==> src/rtl/led_seq_pkg.sv <==
// led_seq_pkg: shared types and helpers for the LED sequencer.
// Holds the display mode encoding, the controller state encoding and
// the per-mode initial pattern used whenever a mode (re)starts.
package led_seq_pkg;

    typedef enum logic [1:0] {
        MODE_COUNT = 2'd0,
        MODE_CHASE = 2'd1,
        MODE_BLINK = 2'd2,
        MODE_FILL  = 2'd3
    } mode_e;

    typedef enum logic [1:0] {
        WAIT_LOCK = 2'd0,
        RUN       = 2'd1,
        HOLD      = 2'd2
    } state_e;

    // Widest LED vector the helper below can describe; callers truncate.
    localparam int MAX_WIDTH = 64;

    // Initial pattern of a mode, returned at MAX_WIDTH and sized down by the caller.
    function automatic logic [MAX_WIDTH-1:0] init_pattern(input mode_e m);
        logic [MAX_WIDTH-1:0] pat;
        case (m)
            MODE_CHASE: pat = MAX_WIDTH'(1);
            MODE_BLINK: pat = '1;
            default:    pat = '0;
        endcase
        return pat;
    endfunction

endpackage

==> src/rtl/led_sequencer_if.sv <==
// led_sequencer_if: mode-change request channel (valid/ready) of the LED sequencer.
// The requester uses the master modport, the sequencer the slave modport.
interface led_sequencer_if;
    import led_seq_pkg::*;

    logic  mode_valid;
    mode_e mode;
    logic  mode_ready;

    modport master (output mode_valid, output mode, input mode_ready);
    modport slave  (input mode_valid, input mode, output mode_ready);

endinterface

==> src/rtl/led_sequencer_tick_prescaler.sv <==
// tick_prescaler: divides impulse ticks into display steps.
// Counts impulses unless held, returns to zero on clear, and flags the
// impulse that completes a group of PRESCALE ticks.
module tick_prescaler #(
    parameter int PRESCALE = 4
) (
    input  logic clk,
    input  logic rst,
    input  logic clear,
    input  logic hold,
    input  logic impulse,
    output logic step_en
);

    localparam int CW = (PRESCALE > 1) ? $clog2(PRESCALE) : 1;
    localparam logic [CW-1:0] LAST = CW'(PRESCALE - 1);

    logic [CW-1:0] count_q;
    logic [CW-1:0] count_d;
    logic          counting;

    assign counting = impulse & ~hold & ~clear;
    assign step_en  = counting & (count_q == LAST);

    // Next count: clear wins, otherwise advance on a counted impulse and wrap after LAST.
    always_comb begin
        count_d = count_q;
        if (clear) begin
            count_d = '0;
        end else if (counting) begin
            count_d = (count_q == LAST) ? '0 : count_q + 1'b1;
        end
    end

    // Count register with synchronous active-low reset.
    always_ff @(posedge clk) begin
        if (!rst) begin
            count_q <= '0;
        end else begin
            count_q <= count_d;
        end
    end

endmodule

==> src/rtl/led_sequencer.sv <==
// led_sequencer: LED display controller on the PLL clock.
// Waits for PLL lock, divides impulse ticks into steps and sequences one of
// four patterns; mode changes are buffered one deep and applied at a step.
// Optional feature macro LED_SEQ_GRAY_EN: COUNT mode shows the Gray code of
// the internal counter instead of the plain binary value.
module led_sequencer
    import led_seq_pkg::*;
#(
    parameter int WIDTH    = 16,
    parameter int PRESCALE = 4
) (
    input  logic             clk,
    input  logic             rst,
    input  logic             locked,
    input  logic             impulse,
    input  logic             pause,
    led_sequencer_if.slave   mode_if,
    output logic [WIDTH-1:0] led,
    output logic             step
);

    localparam logic [1:0] ST_WAIT_LOCK = WAIT_LOCK;
    localparam logic [1:0] ST_RUN       = RUN;
    localparam logic [1:0] ST_HOLD      = HOLD;

    logic [1:0]       state_q, state_d;
    logic [WIDTH-1:0] pat_q, pat_d;
    mode_e            mode_q, mode_d;
    logic             pend_valid_q, pend_valid_d;
    mode_e            pend_mode_q, pend_mode_d;
    logic             step_q;
    logic             step_en;
    logic             accept;

    // Next pattern of a running mode; pat is the raw counter in COUNT mode.
    function automatic logic [WIDTH-1:0] advance(input mode_e m, input logic [WIDTH-1:0] pat);
        logic [WIDTH-1:0] nxt;
        case (m)
            MODE_CHASE: nxt = {pat[WIDTH-2:0], pat[WIDTH-1]};
            MODE_BLINK: nxt = ~pat;
            MODE_FILL:  nxt = (&pat) ? '0 : {pat[WIDTH-2:0], 1'b1};
            default:    nxt = pat + 1'b1;
        endcase
        return nxt;
    endfunction

    tick_prescaler #(
        .PRESCALE (PRESCALE)
    ) u_prescaler (
        .clk     (clk),
        .rst     (rst),
        .clear   (~locked),
        .hold    (state_q != ST_RUN),
        .impulse (impulse),
        .step_en (step_en)
    );

    assign accept             = mode_if.mode_valid & ~pend_valid_q;
    assign mode_if.mode_ready = ~pend_valid_q;
    assign step               = step_q;

`ifdef LED_SEQ_GRAY_EN
    assign led = (mode_q == MODE_COUNT) ? (pat_q ^ (pat_q >> 1)) : pat_q;
`else
    assign led = pat_q;
`endif

    // Controller: lock gating, pause handling, step updates and the request buffer.
    always_comb begin
        state_d      = state_q;
        pat_d        = pat_q;
        mode_d       = mode_q;
        pend_valid_d = pend_valid_q;
        pend_mode_d  = pend_mode_q;

        if (accept) begin
            pend_valid_d = 1'b1;
            pend_mode_d  = mode_if.mode;
        end

        if (!locked) begin
            state_d = ST_WAIT_LOCK;
            pat_d   = '0;
        end else begin
            case (state_q)
                ST_WAIT_LOCK: begin
                    state_d = ST_RUN;
                    pat_d   = WIDTH'(init_pattern(mode_q));
                end
                ST_RUN: begin
                    if (pause) begin
                        state_d = ST_HOLD;
                    end
                    if (step_en) begin
                        if (pend_valid_q) begin
                            mode_d       = pend_mode_q;
                            pat_d        = WIDTH'(init_pattern(pend_mode_q));
                            pend_valid_d = 1'b0;
                        end else begin
                            pat_d = advance(mode_q, pat_q);
                        end
                    end
                end
                ST_HOLD: begin
                    if (!pause) begin
                        state_d = ST_RUN;
                    end
                end
                default: begin
                    state_d = ST_WAIT_LOCK;
                    pat_d   = '0;
                end
            endcase
        end
    end

    // State registers with synchronous active-low reset.
    always_ff @(posedge clk) begin
        if (!rst) begin
            state_q      <= ST_WAIT_LOCK;
            pat_q        <= '0;
            mode_q       <= MODE_COUNT;
            pend_valid_q <= 1'b0;
            pend_mode_q  <= MODE_COUNT;
            step_q       <= 1'b0;
        end else begin
            state_q      <= state_d;
            pat_q        <= pat_d;
            mode_q       <= mode_d;
            pend_valid_q <= pend_valid_d;
            pend_mode_q  <= pend_mode_d;
            step_q       <= step_en;
        end
    end

endmodule

==> src/flat_wrapper.sv <==
// flat-port wrapper written by rule: the top's interface ports become plain ports
module led_sequencer_flat import led_seq_pkg::*;
#(
    parameter int WIDTH    = 16,
    parameter int PRESCALE = 4
)
  (clk, rst, locked, impulse, pause, led, step, mode_if_mode_valid, mode_if_mode, mode_if_mode_ready);
  led_sequencer_if mode_if_i ();
  input  logic clk;
  input  logic rst;
  input  logic locked;
  input  logic impulse;
  input  logic pause;
  output logic [WIDTH-1:0] led;
  output logic step;
  input wire logic [$bits(mode_if_i.mode_valid)-1:0] mode_if_mode_valid;
  input wire logic [$bits(mode_if_i.mode)-1:0] mode_if_mode;
  output wire logic [$bits(mode_if_i.mode_ready)-1:0] mode_if_mode_ready;
  assign mode_if_i.mode_valid = mode_if_mode_valid;
  assign mode_if_i.mode = mode_if_mode;
  assign mode_if_mode_ready = mode_if_i.mode_ready;
  led_sequencer #(.WIDTH(WIDTH), .PRESCALE(PRESCALE)) u_core (.clk(clk), .rst(rst), .locked(locked), .impulse(impulse), .pause(pause), .mode_if(mode_if_i), .led(led), .step(step));
endmodule
==> config.mk <==
export PLATFORM = sky130hd
export DESIGN_NAME = led_sequencer_flat
export DESIGN_NICKNAME = d
export VERILOG_FILES = /design/src/rtl/led_seq_pkg.sv /design/src/rtl/led_sequencer_if.sv /design/src/rtl/led_sequencer_tick_prescaler.sv /design/src/rtl/led_sequencer.sv /design/src/flat_wrapper.sv
export SDC_FILE = /design/constraint.sdc
export NUM_CORES = 1
export LEC_CHECK = 0
export BUFFER_PORTS_ARGS = -buffer_cell sky130_fd_sc_hd__buf_2
export CORE_MARGIN = 2
export CORE_UTILIZATION = 57
export DETAILED_ROUTE_END_ITERATION = 6
export GPL_TIMING_DRIVEN = 0
export PLACE_DENSITY = 0.79
export SLEW_MARGIN = 5
export SYNTH_ARGS = -nofsm -noshare
export SYNTH_HDL_FRONTEND = slang
export SYNTH_SLANG_ARGS = --single-unit
==> constraint.sdc <==
create_clock -name clk -period 2.64 [get_ports clk]
set_input_delay 0.132 -clock clk [delete_from_list [all_inputs] [get_ports clk]]
set_output_delay 0.132 -clock clk [all_outputs]
set_load 0.005 [all_outputs]
== Word-level counts from Yosys, hierarchy flattened ==
Cells that the tools add are included.

* Output and inout port bits: 18
* Flip-flop bits (word level): 26
* Input port bits: 8

* Bitwise logic cells: 8
* Add/subtract/negate cells: 2
* Reduce and logical (&&, ||, !) cells: 6
* Mux-type cells: 16
* Equal/unequal tests: 12

{| class="wikitable"
|+ Operators by type and width
! operator !! count
|-
| one-hot mux 16 bit (3 select lines) || 2
|-
| one-hot mux 16 bit (2 select lines) || 2
|-
| 2-to-1 mux 16 bit || 3
|-
| adder 16 x 1 -> 16 bit (second input constant) || 1
|-
| inverter 16 bit || 1
|-
| AND reduction 16 bit || 1
|-
| equality test 2 bit (second input constant) || 5
|-
| equality test 2 x 1 -> 1 bit (second input constant) || 3
|-
| 2-to-1 mux 2 bit || 3
|-
| one-hot mux 2 bit (3 select lines) || 1
|-
| AND reduction 2 bit || 3
|-
| 2-to-1 mux 1 bit || 5
|-
| AND 1 bit || 4
|-
| inequality test 2 x 1 -> 1 bit (second input constant) || 2
|-
| inequality test 2 bit (second input constant) || 2
|-
| AND reduction 4 bit || 1
|-
| inverter 1 bit || 3
|-
| adder 2 x 1 -> 2 bit (second input constant) || 1
|-
| logical NOT 2 bit || 1
|}

== Depth between registers and ports, before layout ==
Gate-level depths: netlist (run 1).

* Depth in word-level cells: 8
* Mapped depth: 9
* Depth with buffers taken out: 7

== Cells and area by module ==
Synthesis (run 1) repeated with hierarchy kept, for this count alone.

* Cells, all modules: 243
* Area total of the unflattened synthesis: 1880.6 µm²

{| class="wikitable"
|+ By module, submodules not included
! module !! cells each !! instances !! area each (µm²)
|-
| led_sequencer || 232 || 1 || 1766.7
|-
| tick_prescaler || 11 || 1 || 113.9
|}

== Least setup slack after synthesis (run 1) ==
Ideal clock, no wire load.

* Path kind: register to register
* Start: register u_core.pat_q[0] (netlist: u_core.led[0])
* End: register u_core.pat_q[11] (netlist: u_core.led[11])
* Arrival: 2.164 ns
* Library setup time: 0.131 ns
* Required time: 2.509 ns
* Setup slack: 0.345 ns
* Cell stages (with the launch flop): 8
* Buffers on the path: 1
* Cell sequence: dfxtp_1 > ha_1 > nand4_2 > or4_4 > a22o_1 > buf_6 > a2111oi_4 > o22ai_1

* Word-level cells in the longest chain between the ends: 6
* Elaborated cells between the ends (all ways): 7
* Those cells by class: add/sub: 1; mux: 5; reduce/logical: 1

{| class="wikitable"
|+ Ends and longest elaborated chain
! what !! RTL line !! RTL
|-
| start, declared || led_sequencer.sv:27 || <nowiki>logic [WIDTH-1:0] pat_q, pat_d;</nowiki>
|-
| start signal, assigned || led_sequencer.sv:128 || <nowiki>pat_q <= pat_d;</nowiki>
|-
| parallel branches: the longest is 2 deep, another holds adder 16 x 1 -> 16 bit || - ||
|-
| one-hot mux 16 bit (3 select lines) * || led_sequencer.sv:38 || <nowiki>case (m)</nowiki>
|-
| 2-to-1 mux 16 bit * || led_sequencer.sv:95 || <nowiki>if (pend_valid_q) begin</nowiki>
|-
| 2-to-1 mux 16 bit * || led_sequencer.sv:94 || <nowiki>if (step_en) begin</nowiki>
|-
| one-hot mux 16 bit (3 select lines) * || led_sequencer.sv:85 || <nowiki>case (state_q)</nowiki>
|}

Mark *: on every way between the ends. The select of a mux whose other input is x is not followed.
A chain may end at the register's enable or synchronous reset.

== Worst setup path after layout (run 1) ==
* Start: register u_core.pat_q[0] (netlist: u_core.led[0])
* End: register u_core.pat_q[6] (netlist: u_core.led[6])

Same word-level chain as after synthesis.

==> results.json, run 1 <==
{
  "dieWidth_microns": 61.8,
  "drtAntennaViolNets": 0,
  "core.rowCount": 21,
  "hold_class": "input pin to flop",
  "grt_max_degree": 16,
  "final_max_slew_viol_count": 0,
  "holdPathEnd": "u_core.pend_valid_q",
  "die_h_microns": 61.8,
  "hold_ws_ns": 0.0248,
  "synth-compound-area-share": 0.335,
  "slowest_stage": "or4_4",
  "synth.yosys.seq_area_share": 0.273,
  "tightestPinTransition_ns": 0.764,
  "clk_pin_slew_ns": 0.15,
  "cts_buffers": 3,
  "clock_skew_ns": 0.00637,
  "place_ws_ns": 0.0302,
  "start_util": 0.581,
  "synth_nets": 261,
  "ys_warn_count": 0,
  "placed_cells": 317,
  "power.share.switching": 0.254,
  "ir_drop_uv": 276,
  "core-area_sq_mm": 0.00328,
  "io_buffers": 25,
  "clkLatencyLatePin_ns": 0.34,
  "min_from": "mode_if_mode_valid",
  "area_growth_pct": 12.4,
  "drtPass1Iterations": 5,
  "layoutNonFillerInstCount": 321,
  "place_hpwl_microns": 3610,
  "powerDensity_mw_per_mm2": 371,
  "synthAdderAreaFrac": 0.0512,
  "hold_buffers": 0,
  "worstReg2RegEnd": "u_core.led[6]",
  "design_area_sq_mm": 0.00214,
  "io_pins": 26,
  "routed_via_density": 6.41,
  "final_cell_mix": "a21oi_1, buf_2, dfxtp_1",
  "reg2reg_depth": 7,
  "drtIter0Drc": 211,
  "worstPathRequired_ns": 2.86,
  "clockRootBuffer": "clkbuf_4",
  "cp_slowest_stage_delay_ns": 0.60,
  "grtUsageTotal": 0.285,
  "layout_commonest_cell": "a21oi_1",
  "netlist_instances": 246,
  "r2r-start": "u_core.led[0]",
  "slew_headroom": 0.490,
  "avgSynthCellArea_sq_um": 7.75,
  "postCtsSetupBuffers": 0,
  "placedInstanceArea_sq_mm": 0.00209,
  "crit_path_end_kind": "flop",
  "cts_tree": "built",
  "cp_cell_sequence": "ha_1 > nand4_2 > or4_4 > a22o_1 > buf_6 > a2111oi_4 > o22ai_1",
  "remaining_drc_errors": 0,
  "dieArea_sq_mm": 0.00382,
  "power.internal_uw": 594,
  "timing.fmax_mhz": 397,
  "clockBufferDepth": 2,
  "pwr-share-clk": 0.359,
  "drive_gt1_frac": 0.178,
  "cts.sinks": 26,
  "setup_slack_ns": 0.118,
  "synthSimpleGateAreaFrac": 0.240,
  "synth_edf_count": 0,
  "rsz0062_at_grt": "false",
  "criticalPathCategory": "flop to flop",
  "synth_top_family_by_area": "compound AO/OA/AOI/OAI gates",
  "syn_area_sq_mm": 0.00191,
  "wl_per_cell_microns": 15.6,
  "grt-ovfl-total": 0,
  "antenna_cells": 0,
  "power_switching_uw": 202,
  "grt_pass1_wl_microns": 8200,
  "synth_mux_area_frac": 0.0217,
  "htree_levels": 1,
  "setup_tns_ns": 0,
  "maxCapViolCount": 0,
  "fin_nets": 291,
  "wirelength_microns": 5000,
  "crit_fanout": 10,
  "combPwrFrac": 0.126,
  "status": "finished, final reports clean",
  "ys_seq_elements": 26,
  "synth-xor-area-share": 0.0138,
  "p_leak_uw": 0.000807,
  "crit_arrival_ns": 2.75,
  "synth_ff_type": "dfxtp_1",
  "min_path_cells": 3,
  "antenna_found_initial": 0,
  "seq_power_share": 0.515,
  "rrSetupSlack_ns": 0.12,
  "critPathLaunchType": "flop",
  "hold_viol": 0,
  "fin_crit_ns": 2.52,
  "timing.final.crit_share": 0.955,
  "async_flop_share": 0,
  "gp_congestion": 0.912,
  "routed-via-count": 2058,
  "setup_violations": 0,
  "ys_types": 54,
  "grt_pass1_vias": 1737
}
[cell usage after synthesis (2+ instances only)]
cell type  count  area, sq um
a211oi_1       4         30.0
o221ai_1       4         35.0
nor3b_1        2         15.0
xor2_1         2         17.5
a21oi_1       29          145
nand3_1        9         45.0
o22ai_1        7         43.8
o311a_1        3         30.0
mux2i_1        3         30.0
a31oi_1        8         50.1
nor3_1         5         25.0
o21ai_0       15         75.1
and3_1         4         25.0
inv_1          9         33.8
or2_2          2         12.5
ha_1           7         87.6
nor2b_1       10         62.6
buf_2          2         10.0
and2_1         3         18.8
o21a_1         3         22.5
o31ai_1        2         15.0
nor2_1        10         37.5
buf_4          2         15.0
nand2b_1       2         12.5
nand2_1       22         82.6
a221oi_1       4         35.0
clkbuf_1      12         45.0
a2111oi_4      2         55.1
o31a_1         2         17.5
dfxtp_1       26          521
nand4_1        8         50.1
[flip-flops by register name (all words and copies together), names as in the netlist]
signal                      cells
u_core.led                     16
u_core.mode_q                   2
u_core.pend_mode_q              2
u_core.pend_valid_q             1
u_core.state_q                  2
u_core.step                     1
u_core.u_prescaler.count_q      2
[routing by layer]
metal	global-route usage	share of wire	up-vias
met4	0.131	0.022	0
li1	-	-	989
met2	0.417	0.43	112
met1	0.414	0.47	941
met5	0	0	-
met3	0.0373	0.087	16
[cell families after synthesis]
| family | after synthesis |
|---|---|
| mux | 4 |
| buf+inv | 28 |
| fa+ha+maj | 8 |
| xor+xnor | 3 |
| compound gates | 92 |
| flops | 26 |
| simple gates | 85 |
[metrics by stage]
step | utilization | total power [uW]
floorplan | - | 484
global placement | 0.636 | 516
detailed placement | 0.636 | 517
CTS | 0.652 | 796
global route | 0.653 | 830
finish | 0.653 | 796
[area by class of cell]
cell class | count | area [sq um]
plain buffers | 18 | 86.3
clock buffers | 3 | 22.5
clock inverters | 1 | 30.0
fillers | 305 | 1140
inverters | 10 | 37.5
multi-input cells | 192 | 1260
flip-flops and latches | 26 | 522
well taps | 46 | 57.6
repair buffers | 25 | 125
[timing repair]
item,CTS,global route
gates resized for setup,0,1
hold endpoints to repair,0,0
setup endpoints to repair,0,4
[how the worst max path moves through the flow]
stage | from | slack, ns | endpoint
floorplan | u_core.led[0] | 0.34 | u_core.led[11]
global placement | u_core.led[0] | 0.05 | u_core.led[11]
detailed placement | u_core.led[0] | 0.03 | u_core.led[6]
CTS | u_core.led[0] | 0.01 | u_core.led[6]
global route | u_core.led[1] | 0.006 | u_core.led[6]
finish | u_core.led[0] | 0.12 | u_core.led[6]
[critical path, delay by kind of cell, from the launching register on]
kind,cells,cell delay (ns)
AO/OA/AOI/OAI,3,0.66
adder cells (fa/ha/maj),1,0.32
flip-flops,1,0.45
AND/OR/NAND/NOR,2,0.82
buffers and inverters,1,0.15
[power by group through the flow]
stage               Clock [uW]  Sequential (uW)  Combinational, uW
floorplan                    0              417               67.3
global placement             0              418               97.4
detailed placement           0              419               98.2
CTS                        287              410               98.8
global route               306              412                112
finish                     286              410                100
Power figures use the tool's default switching activity.
==> run 2: changes to the inputs <==
--- a/config.mk
+++ b/config.mk
@@ -5,6 +5,7 @@
 export SDC_FILE = /design/constraint.sdc
 export NUM_CORES = 1
 export LEC_CHECK = 0
+export ABC_AREA = 1
 export BUFFER_PORTS_ARGS = -buffer_cell sky130_fd_sc_hd__buf_2
 export CORE_MARGIN = 2
 export CORE_UTILIZATION = 57
==> run 2 against run 1 <==
  * Clock skew up 0.00083 ns
  * Combinational power up 4%
  * Synthesized cell count is 21% higher
  * Die area shrank 1.7%
  * Worst setup slack improved by 0.44 ns
  * Via count rose by 0.49%
  * Core utilization grew 2.1 points
  * Wire length down 2.9%
  * Total power fell by 11%
  * Count of clock-buffer cells in the layout stayed put
  * Largest cell class unchanged
  * Register-to-register slack better by 0.44 ns
==> results.json, run 2 <==
{
  "status": "finished, final reports clean",
  "io_pins": 26,
  "grt_pass1_wl_microns": 7580,
  "timing.fmax_mhz": 480,
  "slew_headroom": 0.651,
  "clk_pin_slew_ns": 0.15,
  "final_max_slew_viol_count": 0,
  "synthAdderAreaFrac": 0.0468,
  "grt_max_degree": 14,
  "avgSynthCellArea_sq_um": 6.30,
  "placed_cells": 366,
  "cts.sinks": 26,
  "synth_top_cell_by_area": "dfxtp_1",
  "maxCapViolCount": 0,
  "synth_mux_area_frac": 0,
  "fin_nets": 342,
  "crit_arrival_ns": 2.30,
  "crit_path_end_kind": "flop",
  "setup_tns_ns": 0,
  "die_h_microns": 61.3,
  "ys_warn_count": 0,
  "synth_top_area_share": 0.278,
  "cts_buffers": 3,
  "drtAntennaViolNets": 0,
  "layoutNonFillerInstCount": 369,
  "clockBufferDepth": 2,
  "synthSimpleGateAreaFrac": 0.322,
  "combPwrFrac": 0.147,
  "antenna_found_initial": 0,
  "tightestPinTransition_ns": 0.523,
  "syn_area_sq_mm": 0.00187,
  "drive_gt1_frac": 0.163,
  "layout_commonest_cell": "nand2_1",
  "area_growth_pct": 10.8,
  "p_leak_uw": 0.000930,
  "core-area_sq_mm": 0.00308,
  "power_switching_uw": 210,
  "routed_via_density": 5.60,
  "timing.final.crit_share": 0.789,
  "synth.area.top_cells": "dfxtp_1, nand2_1, a21oi_1",
  "async_flop_share": 0,
  "dieArea_sq_mm": 0.00376,
  "grt-ovfl-total": 0,
  "gp_congestion": 0.854,
  "final_util": 0.674,
  "place_ws_ns": 0.611,
  "rsz0062_at_grt": "false",
  "largest_reg_flops": 16,
  "crit_fanout": 10,
  "power.share.switching": 0.297,
  "powerDensity_mw_per_mm2": 341,
  "critPathLaunchType": "flop",
  "synth-xor-area-share": 0.0140,
  "synth_ff_type": "dfxtp_1",
  "synth_top_family_by_area": "simple AND/OR/NAND/NOR gates",
  "power.internal_uw": 496,
  "synth.yosys.seq_area_share": 0.278,
  "grt_pass1_vias": 1687,
  "wirelength_microns": 4860,
  "yosysMostFrequentCell": "nand2_1",
  "ir_drop_uv": 236,
  "synth-compound-area-share": 0.249,
  "pwr-share-clk": 0.254,
  "postCtsSetupBuffers": 0,
  "hold_viol": 0,
  "antenna_cells": 0,
  "fin_crit_ns": 2.08,
  "routed-via-count": 2068,
  "remaining_drc_errors": 0,
  "synth_commonest_cells": "nand2_1, a21oi_1, o21ai_0, inv_1, dfxtp_1",
  "wl_per_cell_microns": 13.2,
  "final_cell_mix": "nand2_1, a21oi_1, o21ai_0",
  "ys_seq_elements": 26,
  "drtIter0Drc": 193,
  "clkLatencyLatePin_ns": 0.34,
  "dieWidth_microns": 61.3,
  "start_util": 0.608,
  "setup_violations": 0,
  "place_hpwl_microns": 3460,
  "setup_slack_ns": 0.558,
  "hold_class": "input pin to flop",
  "htree_levels": 1,
  "ys_types": 31,
  "drtPass1Iterations": 5,
  "netlist_instances": 297,
  "cts_tree": "built",
  "seq_power_share": 0.599,
  "core.rowCount": 20,
  "clock_skew_ns": 0.00719,
  "synth_nets": 312,
  "synth_edf_count": 0,
  "grtUsageTotal": 0.267,
  "io_buffers": 25,
  "hold_buffers": 0,
  "clockRootBuffer": "clkbuf_4",
  "cts_resized": 0,
  "worstPathRequired_ns": 2.86,
  "criticalPathCategory": "flop to flop"
}
[run 2: cell type report]
cell class	count	area, sq um
clock buffers	3	22.5
flip-flops and latches	26	520
multi-input cells	232	1180
well taps	44	55.1
plain buffers	10	60.1
fillers	313	1000
repair buffers	25	125
inverters	29	109
[run 2: cell families (layout without fill, tap and decap cells)]
| group | after synthesis | count (layout) |
|---|---|---|
| compound gates | 85 | 85 |
| xor+xnor | 3 | 3 |
| fa+ha+maj | 7 | 7 |
| buf+inv | 39 | 67 |
| flops | 26 | 26 |
| simple gates | 137 | 137 |
[run 2: power by group through the flow]
stage | clock [uW] | sequential (uW) | combinational, uW
after floorplan | 0 | 427 | 67.7
after global routing | 194 | 425 | 118
after detailed placement | 0 | 431 | 102
final | 179 | 423 | 104
after global placement | 0 | 431 | 101
after CTS | 179 | 423 | 103
[run 2: worst paths after layout]
check | from | endpoint | slack, ns | cells after the start
worst max-delay path | u_core.u_prescaler.count_q[0] | u_core.led[3] | 0.56 | 6
worst min-delay path | mode_if_mode[1] | u_core.pend_mode_q[1] | 0.04 | 3
worst max register to register | u_core.u_prescaler.count_q[0] | u_core.led[3] | 0.56 | 6
worst min register to register | u_core.u_prescaler.count_q[1] | u_core.u_prescaler.count_q[1] | 0.46 | 2
[run 2: per-stage QoR]
step                power, uW  instance area, sq um  hold slack [ns]
floorplan                 495                  1870            0.244
global placement          532                  2050            0.391
detailed placement        533                  2050            0.401
CTS                       704                  2070           0.0508
global route              737                  2070           0.0612
finish                    706                  2070           0.0400
[run 2: routing by layer]
| layer | GRT usage | routed length [microns] |
|---|---|---|
| met5 | 0 | 0 |
| met4 | 0.0745 | 36 |
| met3 | 0.0189 | 379 |
| met2 | 0.460 | 2330 |
| met1 | 0.358 | 2110 |
[run 2: critical path, stage by stage (launching register included)]
cell	delay (ns)
dfxtp_1	0.38
ha_1	0.20
a31oi_1	0.09
nor2_1	0.39
inv_1	0.29
a21oi_2	0.47
a21oi_1	0.14
